## config.mk

```make
export PLATFORM = sky130hd
export DESIGN_NAME = instr_encoder_loader
export DESIGN_NICKNAME = d
export VERILOG_FILES = /design/src/rtl/instr_encoder_loader.sv
export SDC_FILE = /design/constraint.sdc
export NUM_CORES = 1
export LEC_CHECK = 0
export CAP_MARGIN = 20
export CORE_MARGIN = 2
export CORE_UTILIZATION = 30
export CTS_CLUSTER_SIZE = 12
export DETAILED_ROUTE_END_ITERATION = 8
export GPL_TIMING_DRIVEN = 0
export PLACE_DENSITY = 0.66
export SYNTH_ARGS = -nofsm -noshare
export SYNTH_HDL_FRONTEND = slang
export SYNTH_SLANG_ARGS = --single-unit
```

## constraint.sdc

```tcl
create_clock -name clk -period 4.23 [get_ports clk]
set_clock_uncertainty 0.15 [all_clocks]
set_input_delay 0.423 -clock clk [delete_from_list [all_inputs] [get_ports clk]]
set_output_delay 0.423 -clock clk [all_outputs]
set_load 0.03 [all_outputs]
```

## src/rtl/instr_encoder_loader.sv

```systemverilog
// Encodes symbolic MIPS instructions into 32-bit words and writes them
// sequentially into program memory starting at BASE_ADDR.
module instr_encoder_loader #(
    parameter int unsigned ADDR_WIDTH = 6,
    parameter int unsigned BASE_ADDR  = 0
) (
    input  logic                  clk,
    input  logic                  reset,
    input  logic                  clear,
    input  logic                  cmd_valid,
    output logic                  cmd_ready,
    input  logic [4:0]            cmd_mnem,
    input  logic [4:0]            cmd_rs,
    input  logic [4:0]            cmd_rt,
    input  logic [4:0]            cmd_rd,
    input  logic [4:0]            cmd_shamt,
    input  logic [15:0]           cmd_imm,
    input  logic [25:0]           cmd_target,
    output logic                  mem_we,
    output logic [ADDR_WIDTH-1:0] mem_addr,
    output logic [31:0]           mem_wdata,
    output logic [ADDR_WIDTH:0]   word_count,
    output logic                  full,
    output logic                  err_illegal
);

    typedef enum logic [1:0] {IDLE, WRITE, FULL} state_t;

    typedef enum logic [4:0] {
        MN_ADD, MN_SUB, MN_AND, MN_OR, MN_NOR, MN_SLL, MN_SRL, MN_JR,
        MN_ADDI, MN_ORI, MN_ANDI, MN_LUI, MN_LW, MN_SW, MN_BEQ, MN_BNE,
        MN_J, MN_JAL
    } mnem_t;

    localparam logic [ADDR_WIDTH-1:0] BASE      = ADDR_WIDTH'(BASE_ADDR);
    localparam logic [ADDR_WIDTH:0]   DEPTH_CNT = {1'b1, {ADDR_WIDTH{1'b0}}};

    state_t                state_q, state_d;
    logic [ADDR_WIDTH:0]   wr_ptr_q, wr_ptr_d;
    logic [ADDR_WIDTH-1:0] mem_addr_q, mem_addr_d;
    logic [31:0]           mem_wdata_q, mem_wdata_d;
    logic                  err_q, err_d;
    logic                  legal;
    logic [31:0]           enc_word;

    always_comb begin
        legal    = 1'b1;
        enc_word = '0;
        case (cmd_mnem)
            MN_ADD:  enc_word = {6'h00, cmd_rs, cmd_rt, cmd_rd, 5'd0, 6'h20};
            MN_SUB:  enc_word = {6'h00, cmd_rs, cmd_rt, cmd_rd, 5'd0, 6'h22};
            MN_AND:  enc_word = {6'h00, cmd_rs, cmd_rt, cmd_rd, 5'd0, 6'h24};
            MN_OR:   enc_word = {6'h00, cmd_rs, cmd_rt, cmd_rd, 5'd0, 6'h25};
            MN_NOR:  enc_word = {6'h00, cmd_rs, cmd_rt, cmd_rd, 5'd0, 6'h27};
            MN_SLL:  enc_word = {6'h00, 5'd0, cmd_rt, cmd_rd, cmd_shamt, 6'h00};
            MN_SRL:  enc_word = {6'h00, 5'd0, cmd_rt, cmd_rd, cmd_shamt, 6'h02};
            MN_JR:   enc_word = {6'h00, cmd_rs, 15'd0, 6'h08};
            MN_ADDI: enc_word = {6'h08, cmd_rs, cmd_rt, cmd_imm};
            MN_ORI:  enc_word = {6'h0D, cmd_rs, cmd_rt, cmd_imm};
            MN_ANDI: enc_word = {6'h0C, cmd_rs, cmd_rt, cmd_imm};
            MN_LUI:  enc_word = {6'h0F, 5'd0, cmd_rt, cmd_imm};
            MN_LW:   enc_word = {6'h23, cmd_rs, cmd_rt, cmd_imm};
            MN_SW:   enc_word = {6'h2B, cmd_rs, cmd_rt, cmd_imm};
            MN_BEQ:  enc_word = {6'h04, cmd_rs, cmd_rt, cmd_imm};
            MN_BNE:  enc_word = {6'h05, cmd_rs, cmd_rt, cmd_imm};
            MN_J:    enc_word = {6'h02, cmd_target};
            MN_JAL:  enc_word = {6'h03, cmd_target};
            default: legal    = 1'b0;
        endcase
    end

    assign full      = (state_q == FULL);
    assign cmd_ready = (state_q == IDLE) && !full && !clear;

    always_comb begin
        state_d     = state_q;
        wr_ptr_d    = wr_ptr_q;
        mem_addr_d  = mem_addr_q;
        mem_wdata_d = mem_wdata_q;
        err_d       = 1'b0;
        case (state_q)
            IDLE: begin
                if (clear) begin
                    wr_ptr_d = '0;
                end else if (cmd_valid && cmd_ready) begin
                    if (legal) begin
                        mem_addr_d  = BASE + wr_ptr_q[ADDR_WIDTH-1:0];
                        mem_wdata_d = enc_word;
                        state_d     = WRITE;
                    end else begin
                        err_d = 1'b1;
                    end
                end
            end
            WRITE: begin
                // the strobe is already out this cycle, so clear only rewinds the pointer
                if (clear) begin
                    wr_ptr_d = '0;
                    state_d  = IDLE;
                end else begin
                    wr_ptr_d = wr_ptr_q + 1'b1;
                    state_d  = (wr_ptr_d == DEPTH_CNT) ? FULL : IDLE;
                end
            end
            FULL: begin
                if (clear) begin
                    wr_ptr_d = '0;
                    state_d  = IDLE;
                end
            end
            default: state_d = IDLE;
        endcase
    end

    always_ff @(posedge clk or negedge reset) begin
        if (!reset) begin
            state_q     <= IDLE;
            wr_ptr_q    <= '0;
            mem_addr_q  <= '0;
            mem_wdata_q <= '0;
            err_q       <= 1'b0;
        end else begin
            state_q     <= state_d;
            wr_ptr_q    <= wr_ptr_d;
            mem_addr_q  <= mem_addr_d;
            mem_wdata_q <= mem_wdata_d;
            err_q       <= err_d;
        end
    end

    assign mem_we      = (state_q == WRITE);
    assign mem_addr    = mem_addr_q;
    assign mem_wdata   = mem_wdata_q;
    assign word_count  = wr_ptr_q;
    assign err_illegal = err_q;

endmodule

```

# == Word level (Yosys, flattened, before mapping) ==
# Index checks and enable logic that the tools add are counted.
# totals
regBits,48
output_inout_bits,49
elab_cells,61
# op_classes
n_addsub,1
n_eq_ne,25
n_mux,16
bitwise,1
n_reduce_logical,13
# ops
cell,count
32-bit one-hot mux with 18 select lines,1
5-bit by 4-bit == test with 1-bit output (second input constant),8
5-bit by 3-bit == test with 1-bit output (second input constant),4
18-bit OR reduction,1
7-bit 2-to-1 mux,2
7-bit one-hot mux with 2 select lines,1
2-bit 2-to-1 mux,6
5-bit by 2-bit == test with 1-bit output (second input constant),2
5-bit == test (second input constant),2
4-bit AND reduction,2
7-bit by 1-bit adder with 7-bit output (second input constant),1
7-bit == test (second input constant),1
2-bit inequality test (second input constant),3
2-bit one-hot mux with 3 select lines,1
5-bit by 1-bit == test with 1-bit output (second input constant),1
5-bit zero test,1
1-bit 2-to-1 mux,5
2-bit by 1-bit inequality test with 1-bit output (second input constant),2
1-bit logical AND,3
2-bit by 1-bit == test with 1-bit output (second input constant),1
2-bit == test (second input constant),1
1-bit zero test,2
2-bit zero test,1
2-bit AND reduction,1
other kinds (3),3

# == Logic depth before layout (Yosys ltp) ==
# Gate-level depths: netlist of run 1.
# depth
depth_word,8
depth_mapped,8
mapped_depth_nobuf,5

# == Least setup slack after synthesis of run 1 ==
# OpenSTA, ideal clock, no wires.
# synth_timing
path_type,reg2reg
start,"register wr_ptr_q[0], in the netlist word_count[0]"
end,register state_q[1]
setup_time_ps,110
arrival_time_ps,1689
required_time_ps,3970
slack_ps,2281
stages_incl_launch_ff,6
synth_period_minus_slack_ps,1949
path_cell_list,dfrtp_1 > ha_1 > and2_1 > a21oi_1 > o32a_1 > o41ai_1
# synth_via
elab_chain_cells,5
# synth_lines
item,line,source
start: declaration,39,"logic [ADDR_WIDTH:0] wr_ptr_q, wr_ptr_d;"
start signal: assignment,124,wr_ptr_q <= wr_ptr_d;
7-bit by 1-bit adder with 7-bit output,101,wr_ptr_d = wr_ptr_q + 1'b1;
7-bit == test,102,state_d = (wr_ptr_d == DEPTH_CNT) ? FULL : IDLE;
2-bit 2-to-1 mux,102,
2-bit 2-to-1 mux,97,if (clear) begin
2-bit one-hot mux with 3 select lines,81,case (state_q)
end signal: assignment,123,state_q <= state_d;
end: declaration,38,"state_t state_q, state_d;"
# Every way passes these cells.
# A chain may end at the register's enable or synchronous reset.

# == Final worst setup path of run 1 ==
# layout_timing
start,input port clear
end,output port cmd_ready
# layout_via
elab_chain_cells,2
# layout_lines
item,line,source
start: declaration,9,"input logic clear,"
1-bit zero test,73,assign cmd_ready = (state_q == IDLE) && !full && !clear;
1-bit logical AND,73,
end: declaration,11,"output logic cmd_ready,"
# Every way passes these cells.

==> results of run 1 <==
==> metal layers <==
layer	wire length [um]	track usage	share of wire
met1	3410	0.221	0.43
met2	3830	0.284	0.48
met3	602	0.0332	0.076
met4	56	0.0358	0.0071
met5	0	0	0
==> worst min-delay path: stages (launching register included) <==
cell     delay [ns]
dfrtp_1        0.35
nand2_1        0.05
nand2_1        0.06
==> where the power goes <==
| group | internal (mW) | switching [mW] | total, mW |
|---|---|---|---|
| registers | 0.506 | 0.0348 | 0.541 |
| logic | 0.214 | 0.246 | 0.460 |
| clock network | 0.134 | 0.157 | 0.290 |
| total | 0.854 | 0.437 | 1.29 |
==> cells by family (layout without fill, tap and decap cells) <==
kind of cell,count (synthesis),in the layout
AND/OR/NAND/NOR,110,110
AO/OA/AOI/OAI,86,86
flip-flops,47,47
buffers and inverters,32,160
XOR/XNOR,3,3
adder cells (fa/ha/maj),2,2
other,1,1
multiplexers,1,1
==> cell type report <==
class	count	share of cell area
inverters	8	0.00809
flip-flops and latches	47	0.293
clock inverters	2	0.00405
plain buffers	24	0.0398
well taps	105	0.0327
clock buffers	6	0.0205
repair buffers	120	0.300
multi-input cells	203	0.302
==> cells in the mapped netlist, types with 2 or more instances <==
cell type  count
a222oi_1      10
a21oi_1       19
a21o_1         2
nor4b_4        2
buf_2          8
a32o_1         5
o21ai_1        9
buf_6          5
a31oi_1        4
a41oi_1        2
a221oi_1       6
o31ai_1        3
xnor2_1        3
nor2_1        31
dfrtp_1       47
nor3_1         2
buf_4          6
clkbuf_1       5
nand2b_1       2
nor3b_1        2
nand3b_1       2
nor2b_1        5
a22o_1         2
nand2_1       42
o21ai_0       14
ha_1           2
inv_1          6
nand3_1       12
nand4_1        2
==> worst max-delay path by stage <==
stage                                to     startpoint  depth (start not counted)
after floorplan              state_q[1]  word_count[0]                          5
after global placement    mem_wdata[25]          reset                          1
after detailed placement      cmd_ready          clear                          4
after CTS                     cmd_ready          clear                          4
after global routing          cmd_ready          clear                          4
final                         cmd_ready          clear                          4
==> state kept, by name, indices dropped and copies added (netlist names) <==
register / flops
mem_wdata: 31
word_count: 7
mem_addr: 6
state_q: 2
err_illegal: 1
==> run_results.csv, run 1 <==
group,metric,value,unit
timing,fin_crit_sh,0.626,
logic_synthesis,synth_top_family_by_area,"compound AO/OA/AOI/OAI gates",
floorplan,start_util,0.311,
power,leakagePower,1.65,nW
logic_synthesis,synth_compound_area_frac,0.234,
cells_and_area,regArea,1180,sq um
timing,worst_slack,1.58,ns
setup_path,path_cells,"clkdlybuf4s50_1 -> clkbuf_1 -> nor3_1 -> clkdlybuf4s50_1",
setup_path,worstPathMaxFanout,10,
routing,firstDrtPassIters,5,
power,vdd_ir_drop_max,144,uV
floorplan,die_area,9370,sq um
logic_synthesis,netlist-cell-type-count,51,
logic_synthesis,synth_xor_area_frac,0.0102,
cells_and_area,finalNetCount,482,
logic_synthesis,synth_edf_count,0,
placed_design,port_buffers,118,
setup_path,critPathCaptureType,"output port",
floorplan,die_h,96.8,um
setup_path,crit_buf_inv,3,
logic_synthesis,muxShareOfSynthArea,0.00436,
cells_and_area,fill_cells,804,
logic_synthesis,synth-seq-cells,47,
clocking,cts_tree,"built",
status,outcome,"complete, no violations",
clocking,cts_resized,0,
grt,grt_pass1_wl,12.9,mm
logic_synthesis,seq_area_frac_synth,0.455,
cells_and_area,multiInputGateArea,1210,sq um
worst_hold_path,hold_class,"flip-flop to flip-flop",
cells_and_area,fin_util,0.484,
logic_synthesis,synth.top_cells.by_area,"dfrtp_1, nand2_1, nor2_1",
grt,grt_max_degree,40,
placed_design,place_hpwl,6.08,mm
floorplan,row_count,33,
logic_synthesis,async_flop_share,1.00,
timing,max_freq,378,MHz
setup_path,worstReg2RegEnd,"state_q[1]",
placed_design,place_area,3910,sq um
logic_synthesis,syn-num-nets,355,
timing,slew_violations,0,
logic_synthesis,syn_inst,282,
setup_path,critical_path.max_stage_delay,0.70,ns
timing,setup_violations,0,
cells_and_area,final_cell_mix,"clkdlybuf4s50_1, dfrtp_1, nand2_1",
floorplan,dieWidth,96.8,um
power,powerDensity,321,nW/um^2
logic_synthesis,yosys_warnings,0,
logic_synthesis,yosys.area_share.simple,0.211,
cells_and_area,insertedDiodeCount,0,
routing,routedWlPerCell,15.3,um
setup_path,reg2reg_from,"word_count[0]",
floorplan,ios,120,
power,power,1.29,mW
grt,grt_usage,0.167,
worst_hold_path,min_to,"mem_addr[1]",
routing,viasPerCell,5.13,
setup_path,start_kind,"input pin",
clocking,postCtsSetupRepairBufs,0,
grt,antenna_found_initial,0,
setup_path,cp_top_family,"buffers and inverters",
routing,drc_errors,0,
setup_path,reg2reg_depth,5,
cells_and_area,final_cells,515,
clocking,cts.sinks,47,
worst_hold_path,hold_depth,2,
logic_synthesis,syn_area_per_cell,9.16,sq um
setup_path,arrival,2.08,ns
clocking,cts_inserted_buffers,5,
cells_and_area,final_common_cell,"clkdlybuf4s50_1",
flow_run,drv_cap,0,
worst_hold_path,hold_start,"mem_addr[1]",
timing,tns,0,ns
logic_synthesis,synth.top_cell.area_share,0.455,
routing,vias,2642,
grt,grt.overflow.total,0,
setup_path,required,3.66,ns
timing,rsz0062_at_grt,"false",
clocking,clockBufferDepth,2,
setup_path,critPathKind,"input pin to output port",
routing,drt_wl_total,7.90,mm
clocking,hold_buffers,1,
setup_path,cp_slowest_cell,"clkdlybuf4s50_1",
timing,slew_headroom,0.487,
logic_synthesis,ys.flop_type,"dfrtp_1",
logic_synthesis,syn_area,2580,sq um
timing,timing.hold.ws,0.332,ns
setup_path,path_common_cell,"clkdlybuf4s50_1",
setup_path,reg2reg_setup_slack,2.22,ns
logic_synthesis,synth_area_leader_cell,"dfrtp_1",
logic_synthesis,synth-adder-area-share,0.00969,
placed_design,placed_cells,506,
clocking,clockRootBuffer,"clkbuf_8",
routing,drtIter0Drc,140,
placed_design,gp_congestion,0.965,
grt,grt_pass1_vias,2557,
clocking,clkTransAtPathRegs,0.08,ns
routing,ant_nets,0,
cells_and_area,final_layout_size_suffix_gt1_frac,0.0951,
timing,fin_crit,2.65,ns
cells_and_area,syn2layout_area_growth,55.6,%
cells_and_area,stdcell_area,4020,sq um
placed_design,place_ws,1.58,ns
clocking,clk_latency,0.30,ns
timing,finalHoldViolCount,0,
timing,worstMarginPinSlew,0.764,ns
clocking,cts_htree_levels,2,
floorplan,coreArea,8300,sq um
Power figures use the tool's default switching activity.
==> run 2: changes to the inputs <==
--- a/config.mk
+++ b/config.mk
@@ -11,7 +11,7 @@
 export CTS_CLUSTER_SIZE = 12
 export DETAILED_ROUTE_END_ITERATION = 8
 export GPL_TIMING_DRIVEN = 0
-export PLACE_DENSITY = 0.66
+export PLACE_DENSITY = 0.69
 export SYNTH_ARGS = -nofsm -noshare
 export SYNTH_HDL_FRONTEND = slang
 export SYNTH_SLANG_ARGS = --single-unit
==> constraint.sdc (replaced) <==
create_clock -name clk -period 2.4 [get_ports clk]
set_clock_uncertainty 0.15 [all_clocks]
set_input_delay 0.24 -clock clk [delete_from_list [all_inputs] [get_ports clk]]
set_output_delay 0.24 -clock clk [all_outputs]
set_load 0.03 [all_outputs]
==> run_results.csv, run 2 (synthesized netlist as in run 1, its figures left out) <==
group,metric,value,unit
placed_design,port_buffers,118,
cells_and_area,fin_util,0.483,
setup_path,start_kind,"flip-flop",
clocking,postCtsSetupRepairBufs,0,
grt,grt.overflow.total,0,
floorplan,row_count,33,
setup_path,reg2reg_depth,5,
clocking,clockRootBuffer,"clkbuf_8",
clocking,clkTransAtPathRegs,0.09,ns
cells_and_area,syn2layout_area_growth,55.3,%
power,vdd_ir_drop_max,311,uV
clocking,clk_latency,0.29,ns
grt,grt_pass1_vias,2680,
placed_design,place_hpwl,6.16,mm
timing,rsz0062_at_grt,"false",
floorplan,die_h,96.8,um
clocking,cts_htree_levels,2,
cells_and_area,largest_reg_flops,31,
flow_run,drv_cap,0,
setup_path,critPathCaptureType,"output port",
power,leakagePower,1.67,nW
timing,slew_violations,0,
timing,fin_crit,2.31,ns
worst_hold_path,hold_class,"input pin to asynchronous set/reset pin",
cells_and_area,final_common_cell,"clkdlybuf4s50_1",
cells_and_area,fill_cells,845,
timing,finalHoldViolCount,0,
routing,vias,2659,
floorplan,start_util,0.311,
setup_path,required,2.01,ns
cells_and_area,final_layout_size_suffix_gt1_frac,0.0954,
routing,drc_errors,0,
timing,max_freq,433,MHz
routing,drtIter0Drc,121,
clocking,cts.sinks,47,
floorplan,dieWidth,96.8,um
timing,setup_violations,0,
clocking,cts_inserted_buffers,5,
setup_path,critPathKind,"flip-flop to output port",
cells_and_area,final_cells,514,
placed_design,gp_congestion,0.897,
timing,fin_crit_sh,0.961,
status,outcome,"complete, no violations",
routing,viasPerCell,5.17,
grt,grt_usage,0.170,
grt,grt_max_degree,32,
cells_and_area,finalNetCount,482,
timing,slew_headroom,0.456,
routing,routedWlPerCell,15.5,um
grt,grt_pass1_wl,13.3,mm
setup_path,worstPathMaxFanout,10,
floorplan,coreArea,8300,sq um
cells_and_area,insertedDiodeCount,0,
power,powerDensity,562,nW/um^2
clocking,cts_tree,"built",
routing,firstDrtPassIters,4,
routing,drt_wl_total,7.99,mm
routing,ant_nets,0,
timing,worstMarginPinSlew,0.811,ns
clocking,clockBufferDepth,2,
floorplan,die_area,9370,sq um
placed_design,placed_cells,506,
cells_and_area,final_cell_mix,"clkdlybuf4s50_1, dfrtp_1, nand2_1",
floorplan,ios,120,
setup_path,arrival,1.92,ns
grt,antenna_found_initial,0,
==> run 2: final cells by class <==
cell class              count  area (sq um)  share of cell area
multi-input cells         203          1210               0.303
inverters                   8          32.5             0.00811
well taps                 105           131              0.0327
flip-flops and latches     47          1180               0.293
clock buffers               6          82.6              0.0206
plain buffers              24           161              0.0402
clock inverters             1          5.00             0.00125
repair buffers            120          1210               0.301
==> run 2: report_power, final <==
| part | switching (mW) | total [mW] | internal, mW | leakage [nW] |
|---|---|---|---|---|
| registers | 0.0655 | 0.958 | 0.893 | 0.602 |
| clock network | 0.258 | 0.484 | 0.227 | 0.0470 |
| logic | 0.434 | 0.811 | 0.377 | 1.02 |
==> run 2: metal layers <==
layer	up-vias	GRT usage	wire length, um
met5	-	0	0
met4	0	0.0423	98
met3	8	0.0332	348
met2	89	0.292	3990
met1	1289	0.220	3550
li1	1273	-	-
==> run 2: final timing paths <==
kind	from	to	slack, ns
max	state_q[1]	full	0.09
min reg2reg	mem_addr[4]	mem_addr[4]	0.34
max reg2reg	word_count[0]	state_q[1]	0.43
max in group asynchronous	reset	word_count[1]	1.31
min	reset	mem_wdata[13]	0.27
min in group clk	mem_addr[4]	mem_addr[4]	0.34
==> run 2: worst max-delay path, cell delays in order, from the launching register on <==
cell             delay [ns]
dfrtp_1                0.46
clkbuf_2               0.26
nor2b_1                0.21
clkdlybuf4s50_1        0.69
==> run 2: per-stage QoR <==
stage | area [sq um] | setup TNS, ns | setup slack [ns] | power, mW | hold slack [ns]
finish | 4010 | 0 | 0.0926 | 2.25 | 0.274
floorplan | 2580 | 0 | 0.451 | 1.37 | -0.206
CTS | 4010 | 0 | 0.0870 | 2.28 | 0.287
detailed placement | 3910 | 0 | 0.126 | 1.79 | 0.0645
global placement | 3900 | -23.49 | -0.505 | 1.77 | 0.310
global route | 4010 | 0 | 0.0192 | 2.37 | 0.296
==> run 2: what timing repair did <==
action	4_1_cts	5_1_grt
hold endpoints to repair	16	0
gates resized for setup	1	1
hold buffers	1	0
endpoints found under the setup margin	1	1
==> run 3: changes to the inputs <==
--- a/config.mk
+++ b/config.mk
@@ -6,6 +6,7 @@
 export NUM_CORES = 1
 export LEC_CHECK = 0
 export CAP_MARGIN = 20
+export CORE_ASPECT_RATIO = 0.6
 export CORE_MARGIN = 2
 export CORE_UTILIZATION = 30
 export CTS_CLUSTER_SIZE = 12
==> run_results.csv, run 3 (synthesized netlist as in run 1, its figures left out) <==
group,metric,value,unit
timing,slew_headroom,0.502,
cells_and_area,final_layout_size_suffix_gt1_frac,0.0954,
cells_and_area,finalNetCount,481,
cells_and_area,largest_reg_flops,31,
timing,rsz0062_at_grt,"false",
flow_run,drv_cap,0,
routing,viasPerCell,4.96,
placed_design,place_hpwl,6.45,mm
grt,grt_usage,0.173,
timing,timing.hold.ws,0.308,ns
routing,routedWlPerCell,15.7,um
grt,grt_pass1_vias,2494,
clocking,cts_inserted_buffers,5,
setup_path,critPathKind,"flip-flop to output port",
routing,drc_errors,0,
timing,fin_crit_sh,0.944,
setup_path,arrival,1.88,ns
setup_path,worstReg2RegEnd,"state_q[1]",
grt,grt_pass1_wl,12.5,mm
setup_path,reg2reg_depth,5,
status,outcome,"complete, no violations",
floorplan,coreArea,8430,sq um
grt,antenna_found_initial,0,
timing,slew_violations,0,
cells_and_area,final_common_cell,"clkdlybuf4s50_1",
cells_and_area,fin_util,0.487,
floorplan,die_area,9400,sq um
cells_and_area,syn2layout_area_growth,58.8,%
clocking,cts.sinks,47,
timing,worstMarginPinSlew,0.743,ns
floorplan,start_util,0.307,
cells_and_area,insertedDiodeCount,0,
clocking,clockBufferDepth,2,
power,leakagePower,1.70,nW
setup_path,reg2reg_setup_slack,0.45,ns
worst_hold_path,hold_class,"input pin to asynchronous set/reset pin",
timing,max_freq,441,MHz
grt,grt.overflow.total,0,
placed_design,port_buffers,118,
routing,vias,2582,
routing,ant_nets,0,
grt,grt_max_degree,28,
timing,fin_crit,2.27,ns
clocking,cts_tree,"built",
floorplan,ios,120,
floorplan,row_count,26,
floorplan,dieWidth,124,um
routing,firstDrtPassIters,4,
setup_path,reg2reg_from,"word_count[0]",
setup_path,required,2.01,ns
power,vdd_ir_drop_max,421,uV
cells_and_area,final_cell_mix,"clkdlybuf4s50_1, dfrtp_1, nand2_1",
clocking,clockRootBuffer,"clkbuf_16",
clocking,postCtsSetupRepairBufs,0,
setup_path,critPathCaptureType,"output port",
clocking,clk_latency,0.28,ns
floorplan,die_h,75.9,um
timing,finalHoldViolCount,0,
routing,drt_wl_total,8.18,mm
setup_path,worstPathMaxFanout,14,
clocking,cts_htree_levels,2,
timing,setup_violations,0,
setup_path,start_kind,"flip-flop",
placed_design,gp_congestion,0.878,
routing,drtIter0Drc,157,
clocking,clkTransAtPathRegs,0.06,ns
timing,tns,0,ns
power,powerDensity,627,nW/um^2
-- run 3: metrics by stage --
step	setup slack, ns	total power [mW]	instances	cell area (sq um)
after floorplan	0.451	1.37	282	2580
after global placement	-0.478	1.77	512	3910
after global routing	0.0246	2.69	521	4100
final	0.134	2.57	521	4100
after CTS	0.0182	2.61	521	4100
after detailed placement	0.0612	1.79	513	3920
-- run 3: power breakdown --
group | switching (mW) | internal [mW]
combinational | 0.439 | 0.377
sequential | 0.0595 | 0.894
clock | 0.286 | 0.518
total | 0.784 | 1.79
-- run 3: cell type report --
class / instances / area (sq um)
Inverter: 8 / 32.5
Multi-Input combinational cell: 203 / 1210
Buffer: 23 / 156
Clock inverter: 2 / 35.0
Timing Repair Buffer: 120 / 1210
Fill cell: 813 / 4320
Clock buffer: 6 / 139
Tap cell: 112 / 140
Sequential cell: 47 / 1180
-- run 3: critical path, stage by stage, from the launching register on --
cell and delay (ns):
dfrtp_1 0.54, nand2b_1 0.26, inv_1 0.11, clkdlybuf4s50_1 0.67
-- run 3: what timing repair did --
item                                    CTS  global route
gates cloned                              0             0
hold endpoints to repair                 20             0
hold buffers                              1             0
resized for setup                         0             1
endpoints found under the setup margin    1             1
-- run 3: metal layers --
layer / up-vias / global-route usage / part of all wire
met5: - / 0 / 0
met4: 0 / 0.0429 / 0.013
met3: 8 / 0.0546 / 0.086
met2: 101 / 0.265 / 0.41
met1: 1199 / 0.240 / 0.49
li1: 1274 / - / -
-- run 3: worst max-delay path by stage --
| stage | startpoint | end | depth (start not counted) | slack, ns |
|---|---|---|---|---|
| after detailed placement | clear | cmd_ready | 4 | 0.06 |
| after global routing | state_q[1] | mem_we | 3 | 0.02 |
| after CTS | state_q[0] | cmd_ready | 4 | 0.02 |
| after floorplan | word_count[0] | state_q[1] | 5 | 0.45 |
| after global placement | reset | mem_wdata[21] | 1 | -0.48 |
| final | state_q[1] | mem_we | 3 | 0.13 |
